### config.mk
export PLATFORM = sky130hd
export DESIGN_NAME = mips_div_unit
export DESIGN_NICKNAME = d
export VERILOG_FILES = /design/src/rtl/mips_div_unit_pkg.sv /design/src/rtl/mips_div_unit_step.sv /design/src/rtl/mips_div_unit.sv
export SDC_FILE = /design/constraint.sdc
export NUM_CORES = 1
export LEC_CHECK = 0
export BUFFER_PORTS_ARGS = -buffer_cell sky130_fd_sc_hd__buf_2
export CAP_MARGIN = 20
export CORE_ASPECT_RATIO = 0.7
export CORE_UTILIZATION = 64
export CTS_CLUSTER_SIZE = 16
export DETAILED_ROUTE_END_ITERATION = 7
export GPL_TIMING_DRIVEN = 0
export MAX_ROUTING_LAYER = met4
export PLACE_DENSITY_LB_ADDON = 0.3
export SYNTH_ARGS = -nofsm -noshare
export SYNTH_HDL_FRONTEND = slang
export SYNTH_SLANG_ARGS = --single-unit
### constraint.sdc
create_clock -name clk -period 6.5 [get_ports clk]
set_clock_uncertainty 0.15 [all_clocks]
set_input_delay 0.65 -clock clk [delete_from_list [all_inputs] [get_ports clk]]
set_output_delay 0.65 -clock clk [all_outputs]
set_load 0.05 [all_outputs]
### src/rtl/mips_div_unit_pkg.sv
// Shared constants and types for the DIV/DIVU unit: FSM encoding, handshake levels, bus widths.
package mips_div_unit_pkg;

    typedef enum logic [1:0] {
        DivFree   = 2'b00,
        DivByZero = 2'b01,
        DivOn     = 2'b10,
        DivEnd    = 2'b11
    } div_state_e;

    localparam logic DivResultReady    = 1'b1;
    localparam logic DivResultNotReady = 1'b0;
    localparam logic DivStart          = 1'b1;
    localparam logic DivStop           = 1'b0;

    localparam logic [31:0] ZeroWord     = 32'h0000_0000;
    localparam int          DoubleRegBus = 64;

    // Sign handling decided at acceptance; the magnitudes are divided unsigned.
    typedef struct packed {
        logic neg_quot;
        logic neg_rem;
    } div_fix_t;

endpackage

### src/rtl/mips_div_unit_step.sv
// One restoring-division iteration: shift the working register, trial-subtract, select.
module mips_div_step #(
    parameter int DATA_W = 32
) (
    input  logic [2*DATA_W:0] work_i,
    input  logic [DATA_W-1:0] divisor_i,
    output logic [2*DATA_W:0] work_o
);

    logic [2*DATA_W:0] shifted;
    logic [DATA_W:0]   trial;

    assign shifted = {work_i[2*DATA_W-1:0], 1'b0};
    assign trial   = shifted[2*DATA_W:DATA_W] - {1'b0, divisor_i};

    // Partial remainder is always below the divisor, so trial MSB is a clean borrow flag.
    always_comb begin
        if (!trial[DATA_W])
            work_o = {trial, shifted[DATA_W-1:1], 1'b1};
        else
            work_o = shifted;
    end

endmodule

### src/rtl/mips_div_unit.sv
// Multi-cycle DIV/DIVU unit for the execute stage; result_o = {HI=remainder, LO=quotient}.
module mips_div_unit
    import mips_div_unit_pkg::*;
#(
    parameter int DATA_W = 32,
    parameter int CNT_W  = 6
) (
    input  logic                  clk,
    input  logic                  rst,
    input  logic                  signed_div_i,
    input  logic [DATA_W-1:0]     opdata1_i,
    input  logic [DATA_W-1:0]     opdata2_i,
    input  logic                  start_i,
    input  logic                  annul_i,
    output logic [2*DATA_W-1:0]   result_o,
    output logic                  ready_o
);

    div_state_e          state_q, state_d;
    logic [CNT_W-1:0]    cnt_q, cnt_d;
    logic [2*DATA_W:0]   work_q, work_d, work_step;
    logic [DATA_W-1:0]   dvsr_q, dvsr_d;
    div_fix_t            fix_q, fix_d;
    logic [2*DATA_W-1:0] result_d;
    logic                ready_d;

    logic [DATA_W-1:0]   mag1, mag2, quot, rem, quot_fix, rem_fix;

    assign mag1 = (signed_div_i && opdata1_i[DATA_W-1]) ? -opdata1_i : opdata1_i;
    assign mag2 = (signed_div_i && opdata2_i[DATA_W-1]) ? -opdata2_i : opdata2_i;

    assign quot     = work_q[DATA_W-1:0];
    assign rem      = work_q[2*DATA_W-1:DATA_W];
    assign quot_fix = fix_q.neg_quot ? -quot : quot;
    assign rem_fix  = fix_q.neg_rem  ? -rem  : rem;

    mips_div_step #(.DATA_W(DATA_W)) u_step (
        .work_i    (work_q),
        .divisor_i (dvsr_q),
        .work_o    (work_step)
    );

    always_comb begin
        state_d  = state_q;
        cnt_d    = cnt_q;
        work_d   = work_q;
        dvsr_d   = dvsr_q;
        fix_d    = fix_q;
        result_d = result_o;
        ready_d  = ready_o;
        case (state_q)
            DivFree: begin
                ready_d  = DivResultNotReady;
                result_d = '0;
                if (start_i == DivStart && !annul_i) begin
                    fix_d.neg_quot = signed_div_i & (opdata1_i[DATA_W-1] ^ opdata2_i[DATA_W-1]);
                    fix_d.neg_rem  = signed_div_i & opdata1_i[DATA_W-1];
                    dvsr_d         = mag2;
                    if (opdata2_i == '0) begin
                        state_d = DivByZero;
                    end else begin
                        state_d = DivOn;
                        cnt_d   = '0;
                        work_d  = {{(DATA_W+1){1'b0}}, mag1};
                    end
                end
            end
            DivByZero: begin
                state_d  = DivEnd;
                result_d = '0;
                ready_d  = DivResultReady;
            end
            DivOn: begin
                if (annul_i) begin
                    state_d  = DivFree;
                    ready_d  = DivResultNotReady;
                    result_d = '0;
                end else if (cnt_q != CNT_W'(DATA_W)) begin
                    work_d = work_step;
                    cnt_d  = cnt_q + 1'b1;
                end else begin
                    state_d  = DivEnd;
                    result_d = {rem_fix, quot_fix};
                    ready_d  = DivResultReady;
                end
            end
            DivEnd: begin
                ready_d = DivResultReady;
                if (start_i == DivStop) begin
                    state_d  = DivFree;
                    ready_d  = DivResultNotReady;
                    result_d = '0;
                end
            end
            default: state_d = DivFree;
        endcase
    end

    always_ff @(posedge clk) begin
        if (rst) begin
            state_q  <= DivFree;
            cnt_q    <= '0;
            work_q   <= '0;
            dvsr_q   <= '0;
            fix_q    <= '0;
            result_o <= '0;
            ready_o  <= DivResultNotReady;
        end else begin
            state_q  <= state_d;
            cnt_q    <= cnt_d;
            work_q   <= work_d;
            dvsr_q   <= dvsr_d;
            fix_q    <= fix_d;
            result_o <= result_d;
            ready_o  <= ready_d;
        end
    end

endmodule

Yosys cells after proc, flatten, opt, wreduce, memory -nomap -nowiden
Index checks and enable logic that the tools add are counted.
Widths: inputs -> output; s select.
Word-level totals
  register bits: 171
  input bits: 69
  output and inout port bits: 65
Operators by class
  add/subtract/negate cells: 6
  eq/ne operators: 10
  muxes and demuxes: 29
  bitwise operators: 3
  reductions and logical operators: 12
Operators with widths (count)
  $mux 64: 8
  $pmux 64 s3: 1
  $mux 32: 4
  $neg 32->32: 4
  $pmux 64 s2: 1
  $sub 33x32->33: 1
  $logic_not 32->1: 1
  $mux 6: 4
  $pmux 6 s2: 1
  $mux 2: 5
  $ne 2x2->1 const B: 5
  $pmux 2 s4: 1
  $add 6x1->6 const B: 1
  $ne 6x6->1 const B: 1
  $reduce_and 5->1: 1
  $eq 2x2->1 const B: 2
  $pmux 1 s4: 1
  $reduce_and 2->1: 2
  $logic_and 1x1->1: 3
  $mux 1: 3
  $ne 3x3->1 const B: 1
  $reduce_and 3->1: 1
  $and 1x1->1: 2
  $eq 2x1->1 const B: 1
  5 further kinds: 5

Logic depth before layout (Yosys ltp)
Gate-level depths: netlist of run 1.
  depth in word-level cells: 5
  mapped depth: 14
  mapped depth without buffers: 12

Cells and area by module
A second synthesis of run 1 with hierarchy kept.
Unflattened totals
  cells, all modules: 1491
  area total of the unflattened synthesis: 11566.1 um^2
By module, submodules not included
  mips_div_unit: times used 1, cells each 1100, area an instance 8843.5 um^2, seq. area each 3443.3 um^2
  mips_div_step: times used 1, cells each 391, area an instance 2722.6 um^2, seq. area each 0.0 um^2

Worst setup path after synthesis of run 1
Ideal clock, no wire load.
  path kind: reg-to-reg
  from: reg work_q[31]
  to: reg work_q[43]
  data arrival time: 2.873 ns
  required time: 6.221 ns
  slack: 3.349 ns
  cell stages (with the launch flop): 15
  buffers on the path: 2
  clock period less this slack: 3.151 ns
  cells stage by stage: dfxtp_1 inv_1 ha_1 fa_1 nor2b_1 o2111ai_1 a21oi_1 nor3_1 o31ai_2 nand4_1 nand3_1 buf_4 buf_4 mux2i_1 o21ai_0
On the way
  word-level cells in the longest chain between the ends: 5
Ends and longest elaborated chain
  start: declaration: line mips_div_unit.sv:21  | logic [2*DATA_W:0] work_q, work_d, work_step;
  start signal: assignment: line mips_div_unit.sv:111  | work_q <= work_d;
  $sub 33x32->33: line mips_div_unit_step.sv:14  | assign trial = shifted[2*DATA_W:DATA_W] - {1'b0, divisor_i};
  $mux 64: line mips_div_unit_step.sv:18  | if (!trial[DATA_W])
  $mux 64: line mips_div_unit.sv:78  | end else if (cnt_q != CNT_W'(DATA_W)) begin
  $mux 64: line mips_div_unit.sv:74  | if (annul_i) begin
  $pmux 64 s2: line mips_div_unit.sv:51  | case (state_q)
Every way passes these cells. The select of a mux whose other input is x is not followed.
A chain may end at the register's enable or synchronous reset.

Worst setup path after layout of run 1
  from: reg work_q[31]
  to: reg work_q[61]
Same word-level chain as after synthesis.

==> impl_results.md, run 1 <==
- Outcome: completed
- Yosys warnings: 0
- Period minus WS final: 4.29 ns
- CP Launch Type: register
- Arrival time worst endpoint: 4.51 ns
- Initial drt markers: 1,218
- Async set-reset flop share out of synthesis: 0%
- Total gr overflow: 0
- M1 GR Usage: 60.4%
- Initial antenna violation count: 0
- Layout area overhead: 14.2%
- Slew @ Worst Pin: 1.08 ns
- Distinct cells, synth: 66
- Largest net degree at the start of global routing: 19
- WHS Endpoint: result_o[2]
- Cell Area, Placed: 11,800 um2
- Hold slack: 0.303 ns
- Synth Instances: 1,405
- Largest cells by area after synthesis: dfxtp_1, xnor2_1, nor2_1, a21oi_1, ha_1
- Routed wire length: 33,400 um
- Final nets: 1,667
- CP endpoint kind: register
- Crit-path slowest cell: o31ai_2
- Initial Util: 66.2%
- Die W: 158 um
- Boundary pin count: 134
- Detailed placement HPWL: 25,800 um
- Post CTS Setup Buffer Count: 0
- Detailed-route via count: 11,100
- Ys flop type: dfxtp_1
- Max Cap Violations: 0
- Worst path required time: 6.72 ns
- Htree depth: 4
- Net Count, Synth: 1,513
- R2R Path Start: work_q[31]
- Slew HR: 27.2%
- Final Util: 75.5%
- Leak pwr: 5.11 nW
- Crit-path max FO: 10
- Hold path depth: 2
- CTS tree: done
- RSZ-0062 raised after global routing: no
- DRT Pass-1 Iters: 6
- Top-area cell type share of the netlist area: 31.5%
- WL per Instance: 18.6 um
- Post-DR vias/cell: 6.19
- Period utilization: 66.1%
- Final Hold Vio Count: 0
- Top post-synthesis cells by count: nor2_1, dfxtp_1, nand2_1
- Power Dens Cells: 216 nW/um2
- CP peak stage delay: 0.76 ns
- Clk_lat worst skew: 0.44 ns
- Max-slew violation count: 0
- Hold Startpoint: result_o[2]
- Flops & latches, synth: 171
- IO buf count: 133
- Root Driver: clkbuf_16
- TNS Setup: 0 ns
- Critical R2R Capture: work_q[61]
- Cell Area, Synth: 10,900 um2
- Row count: 39
- Routed Antenna Nets: 0
- CTS clk-pin slew, worst paths: 0.08 ns
- First-pass GRT wire length: 53,200 um
- Fill count: 1,293
- M3 GR Usage: 10.9%
- DRC: 0
- Syn avg cell area: 7.74 um2
- CTS Buf Count: 17
- Fmax: 0.233 GHz
- Sequential share of the synthesized area: 31.5%
- Hold-fix buffer count after cts: 0
- Hold Crit Class: register to register
- Diodes inserted: 0
- Finished Cell Area: 12,400 um2
- R2R setup slack: 2.21 ns
- Number of gates resized after cts: 0
- Grt met2 use: 52.5%
- Setup violations, final: 0
- Post-synth EDFFs: 0
- Peak VDD IR: 0.000157 V
- Die height: 111 um
- Most common cell in the netlist: nor2_1
- Share of cells above drive strength 1: 12.2%
- RePlAce Congestion: 1.02
- Critical path class: register to register
- Core Box Area: 16,400 um2
- Die Area: 17,500 um2
- Longest Clk Path Bufs: 2
- Worst-path cell chain: inv_1 > ha_1 > fa_1 > nor2b_1 > o2111ai_1 > a21oi_1 > nor3_1 > o31ai_2 > nand4_1 > nand3_1 > buf_4 > buf_2 > nand2_1 > o21ai_0
- Global Route Usage Sum: 40.3%
- Busiest grt layer: met1
- R2R cell count: 14
- Number of global-route vias before repair: 9,964
- Cell taking the most area after synthesis: dfxtp_1
- # clock sinks: 171
==> metrics by stage <==
step                cells  worst slack [ns]  total power, mW
CTS                  1795              2.34             2.65
global placement     1763              2.44             1.66
finish               1797              2.21             2.68
detailed placement   1763              2.35             1.67
global route         1797              1.98             2.78
floorplan            1405              3.35             1.51
==> logic make-up (layout without fill, tap and decap cells) <==
family | after synthesis | in the layout | share of synthesized area [%]
compound gates | 407 | 407 | 24.4
xor+xnor | 142 | 142 | 11.4
fa+ha+maj | 39 | 39 | 4.55
buf+inv | 144 | 311 | 5.35
flops | 171 | 171 | 31.5
mux | 30 | 30 | 2.76
simple gates | 472 | 472 | 20.1
==> state kept, by name, summed over array words and instances (netlist names) <==
register and cells:
dvsr_q 32, cnt_q 6, result_o 64, fix_q 2, work_q 64, state_q 2, ready_o 1
==> cells in the final DEF, fill, tap and decap left out, types with 17 or more instances in the layout <==
cell       synthesis  layout
or3_1             19      19
a31oi_1           17      17
o41ai_1           17      17
xor2_1            53      53
nand2_1          119     119
nand3_1           38      38
xnor2_1           89      89
a22oi_1           54      54
nor2_1           185     185
inv_1             56      56
o21ai_0           82      82
mux2i_1           30      30
a21o_1            18      18
clkbuf_16          0      17
ha_1              38      38
a211oi_1          50      50
dfxtp_1          171     171
a21oi_1          100     100
o31ai_1           19      19
buf_2              6     139
clkbuf_1          73      73
nor3_1            25      25
==> power by group <==
group / leakage [nW] / internal (mW) / switching, mW / total [mW]
clock: 0.283 / 0.513 / 0.500 / 1.01
combinational: 3.44 / 0.200 / 0.338 / 0.538
sequential: 1.39 / 1.08 / 0.0457 / 1.13
==> cell type report <==
cell class | instances | area, um2 | area share, %
Buffer | 88 | 372 | 2.99
Clock buffer | 17 | 425 | 3.42
Clock inverter | 15 | 158 | 1.27
Inverter | 56 | 210 | 1.69
Multi-Input combinational cell | 1090 | 6870 | 55.3
Sequential cell | 171 | 3420 | 27.6
Tap cell | 225 | 282 | 2.27
Timing Repair Buffer | 135 | 678 | 5.46
==> how the worst max path moves through the flow <==
stage	end	depth (start not counted)	slack, ns	from
floorplan	work_q[43]	14	3.35	work_q[31]
global placement	work_q[61]	14	2.44	work_q[31]
detailed placement	work_q[63]	14	2.35	work_q[31]
CTS	work_q[61]	14	2.34	work_q[31]
global route	work_q[0]	14	1.98	work_q[31]
finish	work_q[61]	14	2.21	work_q[31]
==> worst max-delay path, delay by kind of cell (launching register included) <==
| kind | cells | cell delay (ns) |
|---|---|---|
| simple gates | 5 | 0.81 |
| buf+inv | 3 | 0.72 |
| flops | 1 | 0.46 |
| compound gates | 4 | 1.40 |
| fa+ha+maj | 2 | 0.65 |
==> metal layers <==
metal | share of wire, % | up-vias
met2 | 39 | 607
met5 | 0 | -
li1 | - | 5331
met4 | 1.4 | 0
met3 | 12 | 39
met1 | 47 | 5149
(Power assumes the default switching activity.)
==> run 2, diff against run 1 <==
Settings changed: CORE_UTILIZATION 64 to 54.
Clock period 6.5 ns to 3.87 ns, I/O delays scaled along.
==> run 2 against run 1 <==
The flow now finishes with violations (DRC). Worst hold slack worse by 0.21 ns. Non-clock buffer count increased by 3. Sequential share of layout area shrank 0.18 points. Sequential power increased by 67%. Largest cell class unchanged.
==> impl_results.md, run 2 (synthesis results as in run 1) <==
- Initial antenna violation count: 0 (unchanged)
- Final Util: 63.3% (-12 points)
- Global Route Usage Sum: 33.7% (-6.6 points)
- Internal power: 3.02 mW (+68%)
- Die height: 121 um (+8.7%)
- Worst path required time: 4.04 ns (-2.68 ns)
- Period minus WS final: 3.73 ns (-0.568 ns)
- CP most frequent cell: a21o_1
- Post-DR vias/cell: 6.00 (-3.2%)
- First-pass GRT wire length: 52,100 um (-2.1%)
- Fmax: 0.268 GHz (+15%)
- Power Dens Cells: 360 nW/um2 (+67%)
- Max Cap Violations: 0 (unchanged)
- Pre-CTS setup slack: -0.149 ns (-2.50 ns)
- Fill count: 1,752 (+35%)
- Crit path max-delay family: compound AO/OA/AOI/OAI gates
- Overall Power: 4.50 mW (+68%)
- CTS Buf Count: 17 (unchanged)
- Period utilization: 96.3% (+30 points)
- Hold Crit Class: input pin to register
- CTS tree: done
- RePlAce Congestion: 0.951 (-6.7%)
- Commonest non-fill, non-tap cells in the layout: nor2_1, dfxtp_1, buf_2, nand2_1, a21oi_1
- Hold-fix buffer count after cts: 0 (unchanged)
- Max-slew violation count: 0 (unchanged)
- Seq pwr share: 42.0% (about the same)
- Share of cells above drive strength 1: 12.4% (+0.17 points)
- Clk network pwr share: 37.7% (about the same)
- CP peak stage delay: 0.53 ns (-0.23 ns)
- CP Launch Type: register
- Crit-path slowest cell: dfxtp_1
- Boundary pin count: 134 (unchanged)
- Finished Cell Area: 12,500 um2 (+0.67%)
- Setup violations, final: 0 (unchanged)
- Final nets: 1,670 (+0.18%)
- Largest net degree at the start of global routing: 19 (unchanged)
- Detailed-route via count: 11,100 (-0.58%)
- Layout area overhead: 15.0%
- Final worst-path setup slack: 0.143 ns (-2.06 ns)
- # clock sinks: 171 (unchanged)
- Htree depth: 4 (unchanged)
- Sw Share: 33.0% (about the same)
- Hold Startpoint: opdata2_i[0]
- CTS clk-pin slew, worst paths: 0.07 ns (about the same)
- Largest registers: result_o x64, work_q x64, dvsr_q x32
- Switch Pwr: 1.49 mW (+68%)
- IO buf count: 133 (unchanged)
- R2R cell count: 13 (-1)
- Outcome: complete, but fails checks
- Hold path depth: 3 (+1)
- Slew HR: 24.1% (-3.1 points)
- CP endpoint kind: register
- Longest Clk Path Bufs: 2 (unchanged)
- WL per Instance: 18.5 um (-0.74%)
- R2R setup slack: 0.14 ns (-2.06 ns)
- Leak pwr: 5.13 nW (+0.27%)
- Critical R2R Capture: work_q[38]
- Routed Antenna Nets: 0 (unchanged)
- Number of global-route vias before repair: 9,561 (-4.0%)
- Initial drt markers: 1,178 (-3.3%)
- Core Box Area: 19,700 um2 (+20%)
- Combinational group share of total power: 20.2% (about the same)
- Clk_lat worst skew: 0.44 ns (about the same)
- Detailed placement HPWL: 26,400 um (+2.3%)
- WHS Endpoint: dvsr_q[0]
- Row count: 43 (+10%)
- Cell Area, Placed: 11,900 um2 (+0.48%)
- Critical path class: register to register
- DRT Pass-1 Iters: 8 (+2)
- Arrival time worst endpoint: 3.89 ns (-0.62 ns)
- R2R Path Start: work_q[44]
- Critical path buffer and inverter count: 3 (unchanged)
- DRC: 1 (+1)
- Commonest non-fill, non-tap cell in the layout: nor2_1
- Peak VDD IR: 0.000329 V (+110%)
- Final Hold Vio Count: 0 (unchanged)
- Worst-path cell chain: ha_1 > clkbuf_1 > a21o_1 > a21o_1 > a21o_1 > a221oi_1 > o31ai_4 > a311o_1 > nand3_1 > buf_4 > buf_4 > mux2i_1 > o21ai_0
- Failing checks: DRC
- Total gr overflow: 0 (unchanged)
- Crit-path max FO: 10 (unchanged)
- Initial Util: 55.1% (-11 points)
- Die W: 172 um (+8.8%)
- Root Driver: clkbuf_16
- Routed wire length: 34,100 um (+1.9%)
- Diodes inserted: 0 (unchanged)
- Slew @ Worst Pin: 1.13 ns (+0.0465 ns)
- Die Area: 20,700 um2 (+18%)
## run 2: cell count changes in the layout (fill, tap and decap cells not counted)
cell and change:
inv_6 +1, o31ai_2 -1, buf_4 +4, o31ai_4 +1
clkinv_8 -1, clkinvlp_4 +1, clkbuf_2 -1, inv_8 +1
clkinv_4 -2
## run 2: what timing repair did
action                                 CTS  global route
endpoints found under the hold margin    0             0
pin swaps                                0             1
cloned                                   0             0
setup endpoints to repair               27            27
gates resized for setup                  1             2
setup buffers                            0             3
## run 2: routing by layer
layer | vias to the layer above | GRT usage [%] | wire length, um
met1 | 5120 | 52.7 | 16900
met3 | 32 | 8.09 | 3850
met2 | 568 | 42.0 | 13000
li1 | 5342 | - | -
met5 | - | - | 0
met4 | 0 | 7.09 | 388
## run 2: cell type report
type	instances	area [um2]	area share, %
Buffer	88	374	2.99
Clock buffer	17	425	3.40
Clock inverter	15	151	1.21
Inverter	56	210	1.68
Multi-Input combinational cell	1090	6880	55.0
Sequential cell	171	3420	27.4
Tap cell	270	338	2.70
Timing Repair Buffer	138	701	5.60
## run 2: worst max-delay path by stage
| stage | start | endpoint | slack, ns | depth (start not counted) |
|---|---|---|---|---|
| global route | work_q[31] | work_q[63] | -0.02 | 14 |
| detailed placement | work_q[31] | work_q[0] | -0.15 | 14 |
| finish | work_q[44] | work_q[38] | 0.14 | 13 |
| global placement | work_q[31] | work_q[0] | -0.08 | 14 |
| CTS | work_q[31] | work_q[0] | 0.06 | 14 |
| floorplan | work_q[31] | work_q[43] | 0.72 | 14 |
## run 2: through the flow
| step | hold slack [ns] | TNS, ns | instances |
|---|---|---|---|
| final | 0.0921 | 0 | 1845 |
| after global routing | 0.0957 | -0.0264 | 1845 |
| after CTS | 0.0786 | 0 | 1840 |
| after detailed placement | 0.293 | -1.68 | 1808 |
| after global placement | 0.286 | -0.374 | 1808 |
| after floorplan | 0.282 | 0 | 1405 |
## run 2: power by group through the flow
stage / clock, mW / combinational [mW] / sequential [mW]
floorplan: 0 / 0.621 / 1.91
global placement: 0 / 0.864 / 1.93
detailed placement: 0 / 0.874 / 1.93
CTS: 1.70 / 0.884 / 1.89
global route: 1.79 / 0.994 / 1.90
finish: 1.70 / 0.912 / 1.89
## run 2: worst reg2reg max path, cell delays in order (launching register included)
cell,delay [ns]
dfxtp_1,0.53
ha_1,0.30
clkbuf_1,0.20
a21o_1,0.21
a21o_1,0.18
a21o_1,0.20
a221oi_1,0.39
o31ai_4,0.22
a311o_1,0.36
nand3_1,0.07
buf_4,0.23
buf_4,0.27
mux2i_1,0.22
o21ai_0,0.08
